**config.mk**
```make
export PLATFORM = sky130hd
export DESIGN_NAME = load_store_unit
export DESIGN_NICKNAME = d
export VERILOG_FILES = /design/src/rtl/load_store_unit.sv
export SDC_FILE = /design/constraint.sdc
export NUM_CORES = 1
export LEC_CHECK = 0
export ABC_AREA = 1
export CORE_MARGIN = 8
export CORE_UTILIZATION = 40
export DETAILED_ROUTE_END_ITERATION = 6
export PLACE_DENSITY = 0.76
export SETUP_SLACK_MARGIN = 0.15
export SYNTH_ARGS = -nofsm -noshare
export SYNTH_HDL_FRONTEND = slang
export SYNTH_SLANG_ARGS = --single-unit
```
**constraint.sdc**
```tcl
create_clock -name clk -period 3.45 [get_ports clk]
set_input_delay 0.5175 -clock clk [delete_from_list [all_inputs] [get_ports clk]]
set_output_delay 0.5175 -clock clk [all_outputs]
set_load 0.02 [all_outputs]
```
**src/rtl/load_store_unit.sv**
```systemverilog
// Multi-cycle load/store stage: bus request/grant/response with byte lanes and load extension.
// Optional bus timeout abort enabled by defining LSU_TIMEOUT_EN.
module load_store_unit #(
    parameter int unsigned TIMEOUT_CYCLES = 255
) (
    input  logic        clk,
    input  logic        rst,
    input  logic        req_valid,
    input  logic        mem_read,
    input  logic        mem_write,
    input  logic [2:0]  mem_width,
    input  logic        mem_unsigned,
    input  logic [31:0] addr,
    input  logic [31:0] wdata,
    output logic        stall,
    output logic        done,
    output logic [31:0] rdata,
    output logic        misaligned,
    output logic        bus_timeout,
    output logic        bus_req,
    output logic        bus_we,
    output logic [31:0] bus_addr,
    output logic [3:0]  bus_be,
    output logic [31:0] bus_wdata,
    input  logic        bus_gnt,
    input  logic        bus_rvalid,
    input  logic [31:0] bus_rdata
);

    typedef enum logic [1:0] {S_IDLE, S_REQ, S_WAIT, S_DONE} state_t;

    state_t      state, state_nx;
    logic [1:0]  width_q;      // 0 byte, 1 half, 2 word
    logic        unsigned_q;
    logic [1:0]  off_q;

    logic        is_byte, is_half, misal_in;
    logic [3:0]  be_in;
    logic [31:0] wdata_in;
    logic [31:0] shifted, load_ext;

    // req_valid already encodes mem_read|mem_write; only mem_write selects direction
    logic        unused_in;
    assign unused_in = mem_read;

`ifdef LSU_TIMEOUT_EN
    localparam int unsigned CLOG = $clog2(TIMEOUT_CYCLES + 1);
    localparam int unsigned CW   = (CLOG < 8) ? 8 : CLOG;
    localparam logic [CW-1:0] TMO_LAST = CW'(TIMEOUT_CYCLES - 1);

    logic [CW-1:0] tmo_cnt;
    logic          tmo_fire;

    // Completion in the same cycle beats the abort
    assign tmo_fire = (tmo_cnt >= TMO_LAST) &&
                      (((state == S_REQ) && !bus_gnt) || ((state == S_WAIT) && !bus_rvalid));
`endif

    assign is_byte  = (mem_width == 3'b000);
    assign is_half  = (mem_width == 3'b001);
    assign misal_in = (is_half && addr[0]) || (!is_byte && !is_half && (addr[1:0] != 2'b00));

    always_comb begin
        be_in    = 4'b1111;
        wdata_in = wdata;
        if (is_byte) begin
            be_in    = 4'b0001 << addr[1:0];
            wdata_in = {4{wdata[7:0]}};
        end else if (is_half) begin
            be_in    = 4'b0011 << {addr[1], 1'b0};
            wdata_in = {2{wdata[15:0]}};
        end
    end

    always_comb begin
        shifted  = bus_rdata >> {off_q, 3'b000};
        load_ext = shifted;
        case (width_q)
            2'd0:    load_ext = unsigned_q ? {24'b0, shifted[7:0]}
                                           : {{24{shifted[7]}}, shifted[7:0]};
            2'd1:    load_ext = unsigned_q ? {16'b0, shifted[15:0]}
                                           : {{16{shifted[15]}}, shifted[15:0]};
            default: load_ext = shifted;
        endcase
    end

    always_comb begin
        state_nx = state;
        case (state)
            S_IDLE: if (req_valid) state_nx = misal_in ? S_DONE : S_REQ;
            S_REQ: begin
                if (bus_gnt) state_nx = S_WAIT;
`ifdef LSU_TIMEOUT_EN
                else if (tmo_fire) state_nx = S_DONE;
`endif
            end
            S_WAIT: begin
                if (bus_rvalid) state_nx = S_DONE;
`ifdef LSU_TIMEOUT_EN
                else if (tmo_fire) state_nx = S_DONE;
`endif
            end
            default: state_nx = S_IDLE;
        endcase
    end

    assign done    = (state == S_DONE);
    assign bus_req = (state == S_REQ);
    assign stall   = req_valid && (state != S_DONE);

    always_ff @(posedge clk or posedge rst) begin
        if (rst) begin
            state      <= S_IDLE;
            bus_we     <= 1'b0;
            bus_addr   <= '0;
            bus_be     <= '0;
            bus_wdata  <= '0;
            width_q    <= '0;
            unsigned_q <= 1'b0;
            off_q      <= '0;
            rdata      <= '0;
            misaligned <= 1'b0;
`ifdef LSU_TIMEOUT_EN
            tmo_cnt     <= '0;
            bus_timeout <= 1'b0;
`endif
        end else begin
            state <= state_nx;
            case (state)
                S_IDLE: begin
                    if (req_valid) begin
                        if (misal_in) begin
                            misaligned <= 1'b1;
                            rdata      <= '0;
                        end else begin
                            bus_addr   <= {addr[31:2], 2'b00};
                            bus_we     <= mem_write;
                            bus_be     <= be_in;
                            bus_wdata  <= wdata_in;
                            width_q    <= is_byte ? 2'd0 : (is_half ? 2'd1 : 2'd2);
                            unsigned_q <= mem_unsigned;
                            off_q      <= addr[1:0];
`ifdef LSU_TIMEOUT_EN
                            tmo_cnt    <= '0;
`endif
                        end
                    end
                end
                S_WAIT: begin
                    if (bus_rvalid) rdata <= bus_we ? '0 : load_ext;
                end
                S_DONE: begin
                    misaligned <= 1'b0;
                    rdata      <= '0;
                end
                default: ;
            endcase
`ifdef LSU_TIMEOUT_EN
            if ((state == S_REQ) || (state == S_WAIT)) tmo_cnt <= tmo_cnt + 1'b1;
            if (tmo_fire) begin
                bus_timeout <= 1'b1;
                rdata       <= '0;
            end
            if (state == S_DONE) bus_timeout <= 1'b0;
`endif
        end
    end

`ifndef LSU_TIMEOUT_EN
    assign bus_timeout = 1'b0;
`endif

endmodule
```
* After elaboration in Yosys (flattened, before gate mapping) *
Index checks and enable logic that the tools add are counted.
W data, S select, Z words.

word-level totals
  register bits after elaboration = 107
  input bits = 107
  output and inout bits = 106

cells by class
  bitwise gates (word level) = 1
  muxes and demuxes = 22
  shifts and indexed selects = 3
  equal/unequal tests = 10
  reductions and logical operators = 17

operators with widths
  kind                   count
  $mux W32               8
  $pmux W32 S3           1
  $pmux W32 S2           1
  $shr A32 B5 Y32        1
  $mux W2                6
  $reduce_and A3 Y1      3
  $mux W4                2
  $ne A2 B2 Y1 const B   4
  $pmux W2 S3            1
  $eq A2 B1 Y1 const B   2
  $eq A2 B2 Y1 const B   2
  $logic_and A1 B1 Y1    4
  $logic_not A2 Y1       2
  $reduce_and A4 Y1      1
  $reduce_bool A2 Y1     2
  $shl A1 B2 Y4 const A  1
  $shl A2 B2 Y4 const A  1
  $eq A3 B1 Y1 const B   1
  $logic_not A3 Y1       1
  $reduce_bool A3 Y1     1
  $logic_not A1 Y1       2
  $mux W1                2
  $ne A2 B1 Y1 const B   1
  $pmux W1 S2            1
  other kinds (2)        2

* Longest topological paths before layout *
  depth after elaboration = 8
  mapped depth = 10

* Worst setup path before layout *
OpenSTA, ideal clock, no wires.

  path kind = reg2reg
  from = register state[0]
  to = register rdata[18]
  clock period less this slack = 1.584 ns
  slack = 1.866 ns
  cell stages (with the launch flop) = 11
  setup time = 0.117 ns
  arrival time = 1.467 ns
  path buffers = 2
  path through = dfrtp_1 -> inv_1 -> ha_1 -> nand2_1 -> nand2_1 -> nor2_1 -> nand2_1 -> buf_4 -> buf_6 -> nand2_1 -> nand2_1

on the way
  cells in the longest elaborated chain, start to end = 3
  elaborated cells on any way between the ends = 9

ends and longest elaborated chain
  what                                                          RTL line  text
  from (decl)                                                   32        state_t state, state_nx;
  from (signal assigned)                                        128       state <= state_nx;
  $eq A2 B2 Y1 or $logic_not A2 Y1 (tied branches)              129       case (state)
  $ne A2 B2 Y1 (no line) or $reduce_bool A3 Y1 (tied branches)  n/a
  $reduce_and A4 Y1 (no line)                                   n/a
  to (signal assigned)                                          150       if (bus_rvalid) rdata <= bus_we ? '0 : load_ext;
  to (decl)                                                     17        output logic [31:0] rdata,

Parallel ways exist; a longest one is shown, timed or not.
A chain may end at the register's enable or synchronous reset.

* Worst setup path in the final report *
  from = input req_valid
  to = output stall

on the way
  cells in the longest elaborated chain, start to end = 1

ends and longest elaborated chain
  what                 RTL line  text
  from (decl)          8         input logic req_valid,
  $logic_and A1 B1 Y1  109       assign stall = req_valid && (state != S_DONE);
  to (decl)            15        output logic stall,

No other way between the ends.

==> flow_summary_export.csv <==
group,metric,value,unit
run_status,status,"completed",
timing,fin_crit,2350,ps
timing,hold_viol_final,0,
cts,cts-root-buf,"clkbuf_16",
setup_path,worstSetupPathType,"in2out",
power,totalPowerFinal,7.22,mW
worst_hold_path,hold_depth,2,
setup_path,cp-start-kind,"input pin",
synthesis,synthMuxAreaShare,0,%
cells_and_area,drive_above_1_share,4.20,%
setup_path,crit_path_start,"req_valid",
synthesis,synth-xor-area-share,0,%
timing,rsz0062_at_grt,"no",
setup_path,cp.required,2930,ps
drt,postRouteAntennaNets,0,
synthesis,async_flop_share,100,%
timing,tightest_slew,795,ps
power,seqPwrFrac,30.9,%
cts,cts.path.max_buffers,2,
placement,gp_congestion,0.834,
placement,post-dp-hpwl,12500,µm
power,combPwrFrac,55.4,%
synthesis,synth_seq_area_share,49.0,%
cts,ctsResizeCount,0,
timing,relSlewSlack,47.0,%
floorplan,fp.dieH,133,µm
setup_path,r2r_slack,1460,ps
cts,cts_setup_buffers,0,
power,leakage,3.97,nW
cts,cts_tree,"done",
synthesis,synth_area_leaders,"dfrtp_1, nand2_1, nand3_1",
setup_path,critPathMaxFanout,3,
cells_and_area,nets,1060,
timing,slew_viol_final,0,
power,clockPowerShare,13.7,%
drt,wirelength,17200,µm
floorplan,die_x,133,µm
drt,drcViolationCount,0,
setup_path,r2r_start,"state[1]",
drt,drt_iter0_drc,337,
global_route,grt_pass1_wl,28100,µm
global_route,gr-usage-all-layers,19.7,%
global_route,grt_max_degree,108,
floorplan,rows,42,
setup_path,setup.worst_path.end,"stall",
cts,clock_latency,350,ps
worst_hold_path,hold_path_class,"reg2reg",
cts,ctsHoldBuffers,0,
synthesis,synth_cell_types,27,
power,swShare,44.1,%
setup_path,end_kind,"primary output",
timing,finalSetupTns,0,ps
synthesis,syn_avg_cell_area,7.19,µm²
synthesis,ys.flop_type,"dfrtp_1",
global_route,antenna_found_initial,0,
cts,clkSlewWorstSetupHoldPaths,70,ps
cells_and_area,fill_cells,1244,
power,ir_drop,0.579,mV
synthesis,synth_edf_count,0,
power,intPower,4.03,mW
synthesis,synth_top_family_by_area,"simple AND/OR/NAND/NOR gates",
synthesis,synth-simple-area-share,37.3,%
setup_path,timing.rr.end,"rdata[22]",
synthesis,synth_seq_cells,107,
synthesis,netlist.area_leader.share,49.0,%
global_route,grt-ovfl-total,0,
global_route,first_global_vias,5459,
timing,timing.final.crit_share,68.0,%
synthesis,syn-cell-area,0.00547,mm²
floorplan,design.die.area,0.0177,mm²
drt,viasPerCell,4.84,
setup_path,r2r_cells,10,
drt,drtPass1Iterations,5,
cts,numCtsBuffers,9,
floorplan,initial_core_util,41.1,%
cts,cts.sinks,107,
power,powerDensity,914,mW/mm²
synthesis,synth-compound-area-share,5.17,%
synthesis,synthCells,760,
synthesis,synth_fa_ha_area_share,1.14,%
cells_and_area,diodes,0,
setup_path,worst_ep_arrival_time,1830,ps
floorplan,io_pins,213,
power,p_switching,3.19,mW
cells_and_area,area_growth,44.6,%
cts,htreeDepth,3,
synthesis,ys_warn_count,0,
placement,io_buffers,208,
synthesis,yosysTopAreaCell,"dfrtp_1",
run,drv_cap,0,
timing,fmax,0.426,GHz
floorplan,coreArea,0.0133,mm²
timing,finalSetupViolations,0,
drt,drt-wirelength-per-cell,15.3,µm
timing,skew,7.61,ps
drt,via_count,5463,
[layout by cell type, fill, tap and decap left out]
| cell type | netlist | layout |
|---|---|---|
| nand3_4 | 3 | 3 |
| nor3_1 | 1 | 1 |
| o22ai_1 | 2 | 2 |
| dfrtp_1 | 107 | 107 |
| o21ai_0 | 28 | 28 |
| nor2_2 | 3 | 3 |
| nor2_4 | 1 | 1 |
| a211oi_1 | 1 | 1 |
| nand2_2 | 3 | 3 |
| nand4_1 | 1 | 1 |
| inv_2 | 5 | 5 |
| conb_1 | 1 | 3 |
| nand3_1 | 51 | 51 |
| ha_1 | 5 | 5 |
| nand2_1 | 415 | 415 |
| buf_12 | 0 | 2 |
| clkinv_1 | 1 | 1 |
| a21oi_1 | 23 | 23 |
| buf_4 | 8 | 5 |
| inv_8 | 0 | 1 |
| o21bai_1 | 1 | 1 |
| inv_6 | 0 | 2 |
| clkbuf_16 | 0 | 9 |
| clkdlybuf4s50_1 | 0 | 208 |
| clkinv_4 | 0 | 1 |
| or2_2 | 1 | 1 |
| nor2_1 | 29 | 29 |
| inv_1 | 37 | 36 |
| clkinv_2 | 0 | 1 |
| inv_4 | 1 | 1 |
| clkinvlp_4 | 0 | 2 |
[state kept, by name (all words and copies together) (netlist names), 2 cells and up]
signal     flops
bus_be         4
bus_wdata     32
width_q        2
bus_addr      30
rdata         32
off_q          2
state          2
[critical path: stages]
cell,delay [ps]
clkdlybuf4s50_1,550
inv_1,70
nor2_1,90
clkdlybuf4s50_1,600
[stage by stage]
stage | setup WS [ps] | cells | instance area [µm²] | utilization (%) | hold WS [ps]
after floorplan | 1640 | 762 | 5480 | - | 491
final | 1100 | 1128 | 7900 | 59.4 | 481
after global routing | 1050 | 1128 | 7900 | 59.4 | 497
after global placement | 1050 | 1113 | 7630 | 57.4 | 461
after detailed placement | 1020 | 1113 | 7630 | 57.4 | 464
after CTS | 1080 | 1128 | 7900 | 59.4 | 483
[worst min path at each step]
stage / to / startpoint
floorplan: unsigned_q / unsigned_q
global placement: bus_addr[5] / bus_addr[5]
detailed placement: bus_addr[16] / bus_addr[16]
CTS: bus_addr[16] / bus_addr[16]
global route: rdata[6] / rdata[6]
finish: rdata[0] / rdata[0]
[synthesized netlist by cell type, types with 2 or more instances]
master and n:
nor2_2 3, inv_2 5, buf_2 16, ha_1 5
buf_6 4, clkbuf_1 11, buf_4 8, dfrtp_1 107
nand3_4 3, nand2_1 415, a21oi_1 23, nand3_1 51
inv_1 37, nor2_1 29, o22ai_1 2, o21ai_0 28
nand2_2 3
[routing by layer]
metal  global-route usage (%)  part of all wire, %  up-vias  routed length [µm]
met5                        0                    0        -                   0
met4                     6.12                  1.2        0                 212
met3                     8.44                   11       14                1900
met2                     31.1                   46      220                7850
li1                         -                    -     2708                   -
met1                     23.8                   42     2521                7280
[power by group through the flow]
stage	combinational [mW]	clock (mW)	sequential, mW
floorplan	1.67	0	2.89
global placement	4.00	0	2.22
detailed placement	4.04	0	2.23
CTS	4.05	1.02	2.23
global route	4.39	1.07	2.32
finish	4.00	0.991	2.23
[cell families (layout without fill, tap and decap cells)]
family / count (synthesis) / count (layout)
DFF: 107 / 107
AOI/OAI and AO/OA: 55 / 55
buffers and inverters: 84 / 274
and+or+nand+nor: 508 / 508
other: 1 / 3
adders and majority gates: 5 / 5
[cell type report]
type | instances | area, µm² | share of cell area (%)
clock buffers | 9 | 225 | 2.85
clock inverters | 6 | 50.0 | 0.633
inverters | 44 | 171 | 2.17
multi-input cells | 571 | 2400 | 30.3
flip-flops and latches | 107 | 2680 | 33.9
well taps | 176 | 220 | 2.79
repair buffers | 215 | 2160 | 27.3
No activity file was read; power rests on OpenSTA's default activity.
